`config.mk`:
```
export PLATFORM = sky130hd
export DESIGN_NAME = con_ctrl_dispatch
export DESIGN_NICKNAME = d
export VERILOG_FILES = /design/src/rtl/con_ctrl_pkg.sv /design/src/rtl/con_area_decode.sv /design/src/rtl/con_ctrl_dispatch.sv
export SDC_FILE = /design/constraint.sdc
export NUM_CORES = 1
export LEC_CHECK = 0
export ABC_AREA = 1
export BUFFER_PORTS_ARGS = -buffer_cell sky130_fd_sc_hd__buf_2
export CAP_MARGIN = 5
export CORE_MARGIN = 2
export CORE_UTILIZATION = 45
export DETAILED_ROUTE_END_ITERATION = 16
export GPL_TIMING_DRIVEN = 0
export HOLD_SLACK_MARGIN = 0.05
export PLACE_DENSITY_LB_ADDON = 0.1
export SLEW_MARGIN = 40
export SYNTH_ARGS = -nofsm -noshare
export SYNTH_HDL_FRONTEND = slang
export SYNTH_SLANG_ARGS = --single-unit
```
`constraint.sdc`:
```
create_clock -name clk -period 2.58 [get_ports clk]
set_input_delay 0 -clock clk [delete_from_list [all_inputs] [get_ports clk]]
set_output_delay 0 -clock clk [all_outputs]
set_load 0.005 [all_outputs]
```
`src/rtl/con_ctrl_pkg.sv`:
```
// Shared states, error codes and width helper for the console dispatcher.
package con_ctrl_pkg;

  localparam int unsigned CON_ST_W = 4;

  typedef enum logic [CON_ST_W-1:0] {
    ST_IDLE  = 4'b0001,
    ST_ISSUE = 4'b0010,
    ST_WAIT  = 4'b0100,
    ST_RESP  = 4'b1000
  } con_state_e;

  localparam logic [1:0] CON_ERR_NONE  = 2'b00;
  localparam logic [1:0] CON_ERR_RANGE = 2'b01;
  localparam logic [1:0] CON_ERR_TMO   = 2'b10;
  localparam logic [1:0] CON_ERR_HND   = 2'b11;

  function automatic int unsigned con_idx_w(input int unsigned n);
    return (n > 1) ? $clog2(n) : 1;
  endfunction

endpackage

```
`src/rtl/con_area_decode.sv`:
```
// Comparator chain mapping a console address to its area index and area-relative offset.
module con_area_decode
  import con_ctrl_pkg::*;
#(
  parameter int unsigned N_AREA = 4,
  parameter int unsigned ADDR_W = 10,
  parameter logic [N_AREA*ADDR_W-1:0] AREA_BOUNDS = {10'd408, 10'd400, 10'd128, 10'd64},
  parameter int unsigned IDX_W  = con_idx_w(N_AREA)
) (
  input  logic [ADDR_W-1:0] i_addr,
  output logic              o_hit_c,
  output logic [IDX_W-1:0]  o_idx_c,
  output logic [ADDR_W-1:0] o_offset_c
);

  logic [ADDR_W-1:0] w_hi [N_AREA];
  logic [ADDR_W-1:0] w_lo [N_AREA];

  for (genvar g = 0; g < N_AREA; g++) begin : g_bound
    assign w_hi[g] = AREA_BOUNDS[g*ADDR_W +: ADDR_W];
    if (g == 0) begin : g_first
      assign w_lo[g] = '0;
    end else begin : g_rest
      assign w_lo[g] = AREA_BOUNDS[(g-1)*ADDR_W +: ADDR_W];
    end
  end

  // Scan from the top so the lowest matching area is the one that sticks.
  always_comb begin
    o_hit_c    = 1'b0;
    o_idx_c    = '0;
    o_offset_c = '0;
    for (int k = int'(N_AREA) - 1; k >= 0; k--) begin
      if (i_addr < w_hi[k]) begin
        o_hit_c    = 1'b1;
        o_idx_c    = IDX_W'(k);
        o_offset_c = i_addr - w_lo[k];
      end
    end
  end

endmodule

```
`src/rtl/con_ctrl_dispatch.sv`:
```
// Console-access dispatcher: decode, one-cycle handler start, wait with watchdog,
// single done/error response pulse.
module con_ctrl_dispatch
  import con_ctrl_pkg::*;
#(
  parameter int unsigned N_AREA      = 4,
  parameter int unsigned ADDR_W      = 10,
  parameter logic [N_AREA*ADDR_W-1:0] AREA_BOUNDS = {10'd408, 10'd400, 10'd128, 10'd64},
  parameter int unsigned TIMEOUT_CYC = 4096,
  parameter int unsigned TMO_W       = 16
) (
  input  logic                           clk,
  input  logic                           rst_n,
  input  logic                           i_start_con,
  input  logic [ADDR_W-1:0]              im_base_addr,
  output logic                           o_done_con,
  output logic                           o_error_con,
  output logic [1:0]                     o_err_code,
  output logic                           o_busy,
  output logic [con_idx_w(N_AREA)-1:0]   o_area_idx,
  output logic [ADDR_W-1:0]              om_base_addr,
  output logic [ADDR_W-1:0]              om_offset,
  output logic [N_AREA-1:0]              o_start,
  input  logic [N_AREA-1:0]              i_done,
  input  logic [N_AREA-1:0]              i_error
);

  localparam int unsigned IDX_W = con_idx_w(N_AREA);
  localparam logic [TMO_W:0] TMO_LIM = (TMO_W+1)'(TIMEOUT_CYC);

  con_state_e          r_state, w_state_nxt;
  logic                r_busy, w_busy_nxt;
  logic                r_done, w_done_nxt;
  logic                r_error, w_error_nxt;
  logic [1:0]          r_err, w_err_nxt;
  logic [IDX_W-1:0]    r_idx, w_idx_nxt;
  logic [ADDR_W-1:0]   r_base, w_base_nxt;
  logic [ADDR_W-1:0]   r_off, w_off_nxt;
  logic [N_AREA-1:0]   r_start, w_start_nxt;
  logic [TMO_W-1:0]    r_wdog, w_wdog_nxt;

  logic                w_dec_hit;
  logic [IDX_W-1:0]    w_dec_idx;
  logic [ADDR_W-1:0]   w_dec_off;
  logic                w_tmo;

  con_area_decode #(
    .N_AREA      (N_AREA),
    .ADDR_W      (ADDR_W),
    .AREA_BOUNDS (AREA_BOUNDS),
    .IDX_W       (IDX_W)
  ) u_decode (
    .i_addr     (im_base_addr),
    .o_hit_c    (w_dec_hit),
    .o_idx_c    (w_dec_idx),
    .o_offset_c (w_dec_off)
  );

  // Fires in the WAIT cycle that would be the TIMEOUT_CYC-th one.
  assign w_tmo = (TIMEOUT_CYC != 0) && (({1'b0, r_wdog} + (TMO_W+1)'(1)) == TMO_LIM);

  always_comb begin
    w_state_nxt = r_state;
    w_busy_nxt  = r_busy;
    w_done_nxt  = 1'b0;
    w_error_nxt = 1'b0;
    w_err_nxt   = r_err;
    w_idx_nxt   = r_idx;
    w_base_nxt  = r_base;
    w_off_nxt   = r_off;
    w_start_nxt = '0;
    w_wdog_nxt  = r_wdog;
    unique case (r_state)
      ST_IDLE: begin
        if (i_start_con) begin
          w_busy_nxt = 1'b1;
          w_base_nxt = im_base_addr;
          w_idx_nxt  = w_dec_idx;
          w_off_nxt  = w_dec_off;
          if (w_dec_hit) begin
            w_err_nxt   = CON_ERR_NONE;
            w_start_nxt = N_AREA'(1) << w_dec_idx;
            w_state_nxt = ST_ISSUE;
          end else begin
            w_err_nxt   = CON_ERR_RANGE;
            w_state_nxt = ST_RESP;
          end
        end
      end
      ST_ISSUE: begin
        w_wdog_nxt  = '0;
        w_state_nxt = ST_WAIT;
      end
      ST_WAIT: begin
        if (i_error[r_idx]) begin
          w_err_nxt   = CON_ERR_HND;
          w_error_nxt = 1'b1;
          w_state_nxt = ST_RESP;
        end else if (i_done[r_idx]) begin
          w_err_nxt   = CON_ERR_NONE;
          w_done_nxt  = 1'b1;
          w_state_nxt = ST_RESP;
        end else if (w_tmo) begin
          w_err_nxt   = CON_ERR_TMO;
          w_error_nxt = 1'b1;
          w_state_nxt = ST_RESP;
        end else if (r_wdog != {TMO_W{1'b1}}) begin
          w_wdog_nxt = r_wdog + TMO_W'(1);
        end
      end
      ST_RESP: begin
        // Out-of-range entries arrive without a pulse armed; emit it one cycle later.
        if (r_done || r_error) begin
          w_busy_nxt  = 1'b0;
          w_state_nxt = ST_IDLE;
        end else begin
          w_done_nxt  = (r_err == CON_ERR_NONE);
          w_error_nxt = (r_err != CON_ERR_NONE);
        end
      end
      default: w_state_nxt = ST_IDLE;
    endcase
  end

  always_ff @(posedge clk) begin
    if (!rst_n) begin
      r_state <= ST_IDLE;
      r_busy  <= 1'b0;
      r_done  <= 1'b0;
      r_error <= 1'b0;
      r_err   <= CON_ERR_NONE;
      r_idx   <= '0;
      r_base  <= '0;
      r_off   <= '0;
      r_start <= '0;
      r_wdog  <= '0;
    end else begin
      r_state <= w_state_nxt;
      r_busy  <= w_busy_nxt;
      r_done  <= w_done_nxt;
      r_error <= w_error_nxt;
      r_err   <= w_err_nxt;
      r_idx   <= w_idx_nxt;
      r_base  <= w_base_nxt;
      r_off   <= w_off_nxt;
      r_start <= w_start_nxt;
      r_wdog  <= w_wdog_nxt;
    end
  end

  assign o_done_con   = r_done;
  assign o_error_con  = r_error;
  assign o_err_code   = r_err;
  assign o_busy       = r_busy;
  assign o_area_idx   = r_idx;
  assign om_base_addr = r_base;
  assign om_offset    = r_off;
  assign o_start      = r_start;

endmodule

```
After elaboration in Yosys (flattened, before gate mapping). Index checks and enable logic that the tools add are counted.

Reductions and logical operators: 12. Shift operators: 1. Equal/unequal tests: 13. $lt $le $gt $ge: 5. $add $sub $neg: 5. Muxes and demuxes: 46.

Operators with widths (number): 16-bit two-way mux (4); 10-bit two-way mux (4); 16-bit case mux with 2 select lines (1); 4-bit two-way mux (6); 10-bit by 9-bit < comparator with 1-bit output (second input constant) (2); 16-bit by 1-bit adder with 17-bit output (second input constant) (1); 17-bit by 13-bit equality test with 1-bit output (second input constant) (1); 16-bit by 1-bit adder with 16-bit output (second input constant) (1); 1-bit two-way mux (16); 2-bit two-way mux (8); 16-bit inequality test (second input constant) (1); 4-bit case mux with 4 select lines (1); 2-bit inequality test (second input constant) (6); 10-bit by 7-bit < comparator with 1-bit output (second input constant) (1); 10-bit by 8-bit < comparator with 1-bit output (second input constant) (1); 10-bit by 7-bit subtractor with 10-bit output (second input constant) (1); 10-bit by 8-bit subtractor with 10-bit output (second input constant) (1); 10-bit by 9-bit subtractor with 10-bit output (second input constant) (1); 3-bit AND reduction (3); 2-bit nonzero test (4); 1-bit case mux with 2 select lines (3); 5-bit AND reduction (1); 1-bit binary-select mux with 2-bit select (2); 4-bit by 1-bit equality test with 1-bit output (second input constant) (1); other kinds (11) (11).

Output and inout port bits: 31. Input bits: 21. Register bits after elaboration: 51. Logic and storage cells: 92.

Longest topological paths before layout. Gate-level depths: netlist of run 1.

Depth in word-level cells: 8. Depth in mapped cells: 14. Mapped depth without buffers: 14.

By module. Synthesis of run 1 repeated with hierarchy kept, for this count alone.

Cells, all modules: 495. Area, all modules: 3258.1 µm².

By module, submodules not included: con_ctrl_dispatch (cells an instance 422, seq. area each 1021.0 µm², instances 1, area an instance 2874.0 µm²); con_area_decode (cells an instance 73, seq. area each 0.0 µm², instances 1, area an instance 384.1 µm²).

Worst setup path before layout of run 1. OpenSTA, ideal clock, no wires.

Kind: register -> register. Start point: reg r_wdog[1]. End point: reg r_wdog[10]. Arrival time: 1.744 ns. Path buffers: 1. Setup slack: 0.721 ns. Data required time: 2.465 ns. Cell stages (with the launch flop): 14. Setup time: 0.115 ns. Clock period less this slack: 1.859 ns. Cells stage by stage: dfxtp_1 -> ha_1 -> nand2_2 -> nor2_4 -> nand2_1 -> nand2_1 -> nand2_1 -> nor2_1 -> nand2_1 -> nor2_4 -> nand4_4 -> buf_4 -> a21oi_1 -> nor2_1.

Word-level cells in the longest chain between the ends: 6. Elaborated cells on any way between the ends: 12. Classes of those cells: add/sub (2); eq/ne (4); mux (5); reduce/logical (1).

RTL lines: from (decl) (line con_ctrl_dispatch.sv:40) `logic [TMO_W-1:0] r_wdog, w_wdog_nxt;`; from (signal assigned) (line con_ctrl_dispatch.sv:147) `r_wdog <= w_wdog_nxt;`; 16-bit by 1-bit adder with 16-bit output (line con_ctrl_dispatch.sv:108) `w_wdog_nxt = r_wdog + TMO_W'(1);`; 16-bit two-way mux (line con_ctrl_dispatch.sv:107) `end else if (r_wdog != {TMO_W{1'b1}}) begin`; 16-bit two-way mux (line con_ctrl_dispatch.sv:103) `end else if (w_tmo) begin`; 16-bit two-way mux (line con_ctrl_dispatch.sv:99) `end else if (i_done[r_idx]) begin`; 16-bit two-way mux (line con_ctrl_dispatch.sv:95) `if (i_error[r_idx]) begin`; 16-bit case mux with 2 select lines (line con_ctrl_dispatch.sv:73) `unique case (r_state)`.

Parallel ways exist; a longest one is shown, timed or not. The select of a mux whose other input is x is not followed. A chain may end at the register's enable or synchronous reset.

Final worst setup path of run 1.
Start point: reg r_wdog[0]. End point: reg r_wdog[9].

Same word-level chain as after synthesis.

==> impl_metrics.yaml, run 1 <==
outcome:
  status: "completed"
yosys:
  ys_types: 34
  syn-num-nets: 477
  synth_area_leader_cell: "dfxtp_1"
  async_flop_share_pct: 0
  syn_inst: 446
  yosysTopAreaCellShare_pct: 34.0
  ys_warn_count: 0
  synthFlopType: "dfxtp_1"
  ys_top_cells_by_count: "nand2_1 (118), dfxtp_1 (51), nor2_1 (48)"
  synth_most_common_cell: "nand2_1"
  yosysSeqAreaShare_pct: 34.0
  synth_edf_count: 0
  syn_area_per_cell_um2: 6.74
  yosys-top-cells-area: "dfxtp_1 (34%), nand2_1 (15%), a21oi_1 (7.5%)"
  syn-cell-area_mm2: 0.00301
  synth_seq_cells: 51
final_layout:
  antennaDiodeCount: 0
  fin_cells: 592
  syn_to_final_growth_pct: 18.0
  fin_area_mm2: 0.00355
  nNetsFinal: 545
  nFillCells: 656
  drive_above_1_share_pct: 18.8
floorplanning:
  num_rows: 29
  start_util_pct: 46.8
  fp.dieW_um: 85.7
  ios: 52
  die-area_mm2: 0.00735
  die_y_um: 85.7
  core_area_mm2: 0.00642
clock_tree:
  post_cts_resized: 0
  numClockSinks: 51
  cts_max_level: 2
  clk_latency_ps: 310
  cts_tree: "yes"
  holdBufCountCts: 10
  cts_setup_buffers: 0
  cts_max_path_buffers: 2
  clk_pin_slew_ps: 100
  cts-root-buf: "clkbuf_8"
  numCtsBuffers: 5
placement:
  gp_congestion: 0.839
  dp_cells: 574
  place_hpwl_um: 5840
  post_dp_cell_area_mm2: 0.00336
  port_buffers: 51
worst_setup_path:
  cp.required_ps: 2780
  endpoint_kind: "flip-flop"
  crit_chain: "ha_1, nand2_2, nor2_4, nand3_1, o21ai_0, a21oi_1, clkbuf_1, a21oi_1, nor2_1"
  path_common_cell: "a21oi_1"
  r2r_slack_ps: 450
  max_stage_delay_ps: 420
  critPathKind: "reg -> reg"
  crit_buf_inv: 1
  crit_path_top_delay_cell: "dfxtp_1"
  path_delay_family: "compound AO/OA/AOI/OAI gates"
  critPathMaxFanout: 10
  worstPathArrival_ps: 2340
  crit_path_start_kind: "flip-flop"
timing:
  fin_skew_ps: 7.36
  post-route-min-period_ps: 2130
  rsz0062_at_grt: "false"
  setup_tns_ps: 0
  worstMarginPinSlew_ps: 570
  slew_violations: 0
  slew_headroom_pct: 62.0
  period_share_pct: 82.7
  whs_ps: 74.3
  finalSetupViolations: 0
  fmax_mhz: 469
  final-hold-violation-count: 0
routing:
  drt-initial-drc-count: 106
  wl_um: 7780
  wl_per_cell_um: 13.1
  drc: 0
  drtPass1Iterations: 4
  dr_total_vias: 3026
  ant_nets: 0
  avgViaCountPerCell: 5.11
power_and_ir_drop:
  power.leakage_nw: 1.56
  vdd_drop_max_uv: 275
  power_density_mw_per_mm2: 542
  power.total_mw: 1.92
global_route:
  track_usage_pct: 22.2
  grt_first_pass_wirelength_um: 13200
  grt_max_degree: 17
  overflow: 0
  antenna_found_initial: 0
  grt_pass1_vias: 2910
flow_run:
  max-cap-violations: 0
min_path:
  worstHoldPathType: "in -> reg"
## placed cells by master (no fill, tap or decap), types with 2 or more instances in the layout
| master | count |
|---|---|
| nand2_2 | 3 |
| buf_6 | 2 |
| o21ai_0 | 21 |
| nor2_1 | 48 |
| nand3_2 | 15 |
| nor3_1 | 2 |
| clkbuf_1 | 8 |
| dfxtp_1 | 51 |
| a31oi_1 | 2 |
| nand2_1 | 118 |
| xor2_1 | 3 |
| nor2_4 | 4 |
| a21oi_1 | 45 |
| ha_1 | 10 |
| clkinvlp_4 | 2 |
| clkbuf_8 | 5 |
| nand4_1 | 5 |
| inv_1 | 45 |
| or2_2 | 2 |
| dlygate4sd3_1 | 10 |
| nor2_2 | 4 |
| xnor2_1 | 3 |
| nand3_1 | 38 |
| buf_2 | 55 |
## kinds of logic (layout without fill, tap and decap cells)
group | count (synthesis) | in the layout | synth area share (%)
buf+inv | 62 | 131 | 8.53
compound gates | 74 | 74 | 13.1
xor+xnor | 6 | 6 | 1.75
flops | 51 | 51 | 34.0
simple gates | 243 | 243 | 38.5
fa+ha+maj | 10 | 10 | 4.16
## flip-flops by register name, indices dropped and copies added (netlist names)
register and flops:
o_start 4, o_area_idx 2, o_err_code 2, om_offset 10
o_done_con 1, r_state 4, r_wdog 16, o_busy 1
om_base_addr 10, o_error_con 1
## per-stage QoR
| stage | utilization, % | setup slack [ps] |
|---|---|---|
| after floorplan | - | 721 |
| after global placement | 52.3 | 481 |
| after detailed placement | 52.3 | 451 |
| after CTS | 55.2 | 422 |
| after global routing | 55.2 | 188 |
| final | 55.2 | 446 |
## area by class of cell
cell class / count / area, µm² / share of cell area [%]
multi-input combinational: 333 / 1730 / 48.7
clock buffer: 5 / 68.8 / 1.94
buffer: 15 / 80.1 / 2.26
sequential: 51 / 1020 / 28.8
timing repair buffer: 61 / 355 / 10.0
clock inverter: 3 / 20.0 / 0.565
tap: 77 / 96.3 / 2.72
inverter: 47 / 176 / 4.98
## path summary, 6_finish.rpt
check             startpoint               to  depth (start not counted)
max                r_wdog[0]        r_wdog[9]                          9
min          im_base_addr[6]  om_base_addr[6]                          3
max reg2reg        r_wdog[0]        r_wdog[9]                          9
min reg2reg     om_offset[2]     om_offset[2]                          2
## power by group
group / leakage (nW) / internal [mW] / total [mW] / switching (mW)
clock network: 0.0402 / 0.189 / 0.466 / 0.277
logic: 1.11 / 0.204 / 0.512 / 0.308
registers: 0.416 / 0.875 / 0.945 / 0.0694
## worst register-to-register path, cell delays in order, from the launching register on
cell and delay (ps):
dfxtp_1 420, ha_1 250, nand2_2 90, nor2_4 170, nand3_1 180, o21ai_0 220, a21oi_1 170, clkbuf_1 270
a21oi_1 210, nor2_1 60
## metal layers
| layer | track usage [%] | share of wire (%) |
|---|---|---|
| met1 | 26.2 | 44 |
| met2 | 41.1 | 51 |
| met3 | 3.75 | 3.8 |
| met4 | 6.78 | 1.3 |
| met5 | 0 | 0 |
No activity file was read; power rests on OpenSTA's default activity.
==> run 2: changes to the inputs <==
Clock period 2.58 ns to 2 ns, I/O delays scaled along.
==> impl_metrics.yaml, run 2 (synthesis results as in run 1) <==
timing:
  slew_violations: 0
  slew_headroom_pct: 60.9
  finalSetupViolations: 15
  fin_skew_ps: 9.38
  fmax_mhz: 484
  post-route-worst-setup-slack_ps: -68.0
  final-hold-violation-count: 0
  period_share_pct: 103
  worstMarginPinSlew_ps: 582
  post-route-min-period_ps: 2070
  rsz0062_at_grt: "true"
floorplanning:
  start_util_pct: 46.8
  num_rows: 29
  core_area_mm2: 0.00642
  die_y_um: 85.7
  die-area_mm2: 0.00735
  ios: 52
  fp.dieW_um: 85.7
global_route:
  track_usage_pct: 22.5
  grt_max_degree: 17
  grt_pass1_vias: 2978
  antenna_found_initial: 0
  overflow: 0
  grt_use_met2_pct: 41.8
  use_met1_pct: 26.0
  grt-busiest-layer: "met2"
  met3_usage_pct: 4.14
  grt_first_pass_wirelength_um: 13400
final_layout:
  nNetsFinal: 555
  largest_reg_flops: 16
  drive_above_1_share_pct: 27.4
  mostFrequentLayoutCells: "nand2_1 (111), buf_2 (53), nor2_1 (45), dfxtp_1 (44), inv_1 (43)"
  nFillCells: 616
  multi_input_area_mm2: 0.00187
  largest-register: "r_wdog"
  antennaDiodeCount: 0
  fin_area_mm2: 0.00383
  register_area_mm2: 0.00104
  post-route-util_pct: 59.7
  syn_to_final_growth_pct: 27.5
  final_common_cell: "nand2_1"
power_and_ir_drop:
  pwr-share-seq_pct: 48.3
  p_int_mw: 1.66
  switching_share_pct: 34.5
  vdd_drop_max_uv: 389
  p_switching_mw: 0.873
  power_density_mw_per_mm2: 660
  power_frac_comb_pct: 27.8
  clockPowerShare_pct: 24.0
  power.leakage_nw: 1.66
worst_setup_path:
  crit_path_start_kind: "flip-flop"
  critPathMaxFanout: 6
  cp.required_ps: 2200
  endpoint_kind: "flip-flop"
  worstPathArrival_ps: 2270
  critPathKind: "reg -> reg"
placement:
  place_hpwl_um: 5840
  place_ws_ps: -129
  post_dp_cell_area_mm2: 0.00336
  port_buffers: 51
  gp_congestion: 0.839
clock_tree:
  cts-root-buf: "clkbuf_8"
  clk_latency_ps: 310
  cts_max_level: 2
  clk_pin_slew_ps: 100
  cts_max_path_buffers: 2
  numClockSinks: 51
  numCtsBuffers: 5
  cts_tree: "yes"
routing:
  dr_total_vias: 3116
  wl_um: 8120
  wl_per_cell_um: 13.5
  drt-initial-drc-count: 105
  drtPass1Iterations: 4
  ant_nets: 0
  avgViaCountPerCell: 5.18
  drc: 0
flow_run:
  max-cap-violations: 0
min_path:
  worstHoldPathType: "in -> reg"
outcome:
  failed_checks: "negative setup slack"
  status: "finished with violations"
[run 2: what timing repair did]
| action | in CTS | in global routing |
|---|---|---|
| setup buffers | 0 | 8 |
| pin swaps | 3 | 4 |
| setup endpoints to repair | 23 | 41 |
| gates resized for setup | 15 | 46 |
| hold endpoints to repair | 17 | 0 |
| hold buffers | 11 | 0 |
| gates cloned | 0 | 1 |
[run 2: worst paths after layout]
check                                      from               to  slack [ps]  cells past startpoint
worst min register to register     om_offset[2]     om_offset[2]         470                      2
worst max-delay path                  r_wdog[0]        r_wdog[3]         -70                     10
worst max register to register        r_wdog[0]        r_wdog[3]         -70                     10
worst min-delay path            im_base_addr[6]  om_base_addr[6]          70                      3
[run 2: area by class of cell]
type	count	area share, %
multi-input cells	333	48.8
flip-flops and latches	51	27.1
repair buffers	71	12.0
inverters	47	4.60
plain buffers	15	2.55
well taps	77	2.51
clock buffers	5	1.80
clock inverters	3	0.522
[run 2: power by group through the flow]
stage	Sequential (mW)	Clock, mW	Combinational (mW)
detailed placement	1.24	0	0.647
finish	1.22	0.606	0.703
floorplan	1.23	0	0.425
global placement	1.24	0	0.638
CTS	1.22	0.625	0.670
global route	1.24	0.660	0.801
[run 2: per-stage QoR]
step / std cells / total power, mW / hold WS (ps) / setup TNS, ps
6_report: 602 / 2.53 / 72.2 / -574
5_1_grt: 602 / 2.70 / 103 / -3220
4_1_cts: 593 / 2.51 / 71.3 / 0
3_5_place_dp: 574 / 1.89 / 273 / -1710
3_3_place_gp: 574 / 1.87 / 264 / -1280
2_1_floorplan: 446 / 1.66 / 145 / 0
[run 2: per-layer routing]
metal	part of all wire, %	up-vias
met5	0	-
met4	1.5	0
li1	-	1612
met1	43	1435
met2	51	59
met3	3.9	10
[run 2: worst max-delay path: stages (launching register included)]
cell and delay, ps:
dfxtp_4 400, ha_4 180, nand3_2 120, nor2_4 170, xnor2_2 150, nand3_2 140, nor2_4 190, nand4_4 200
buf_8 190, a21oi_1 140, nor2_1 70
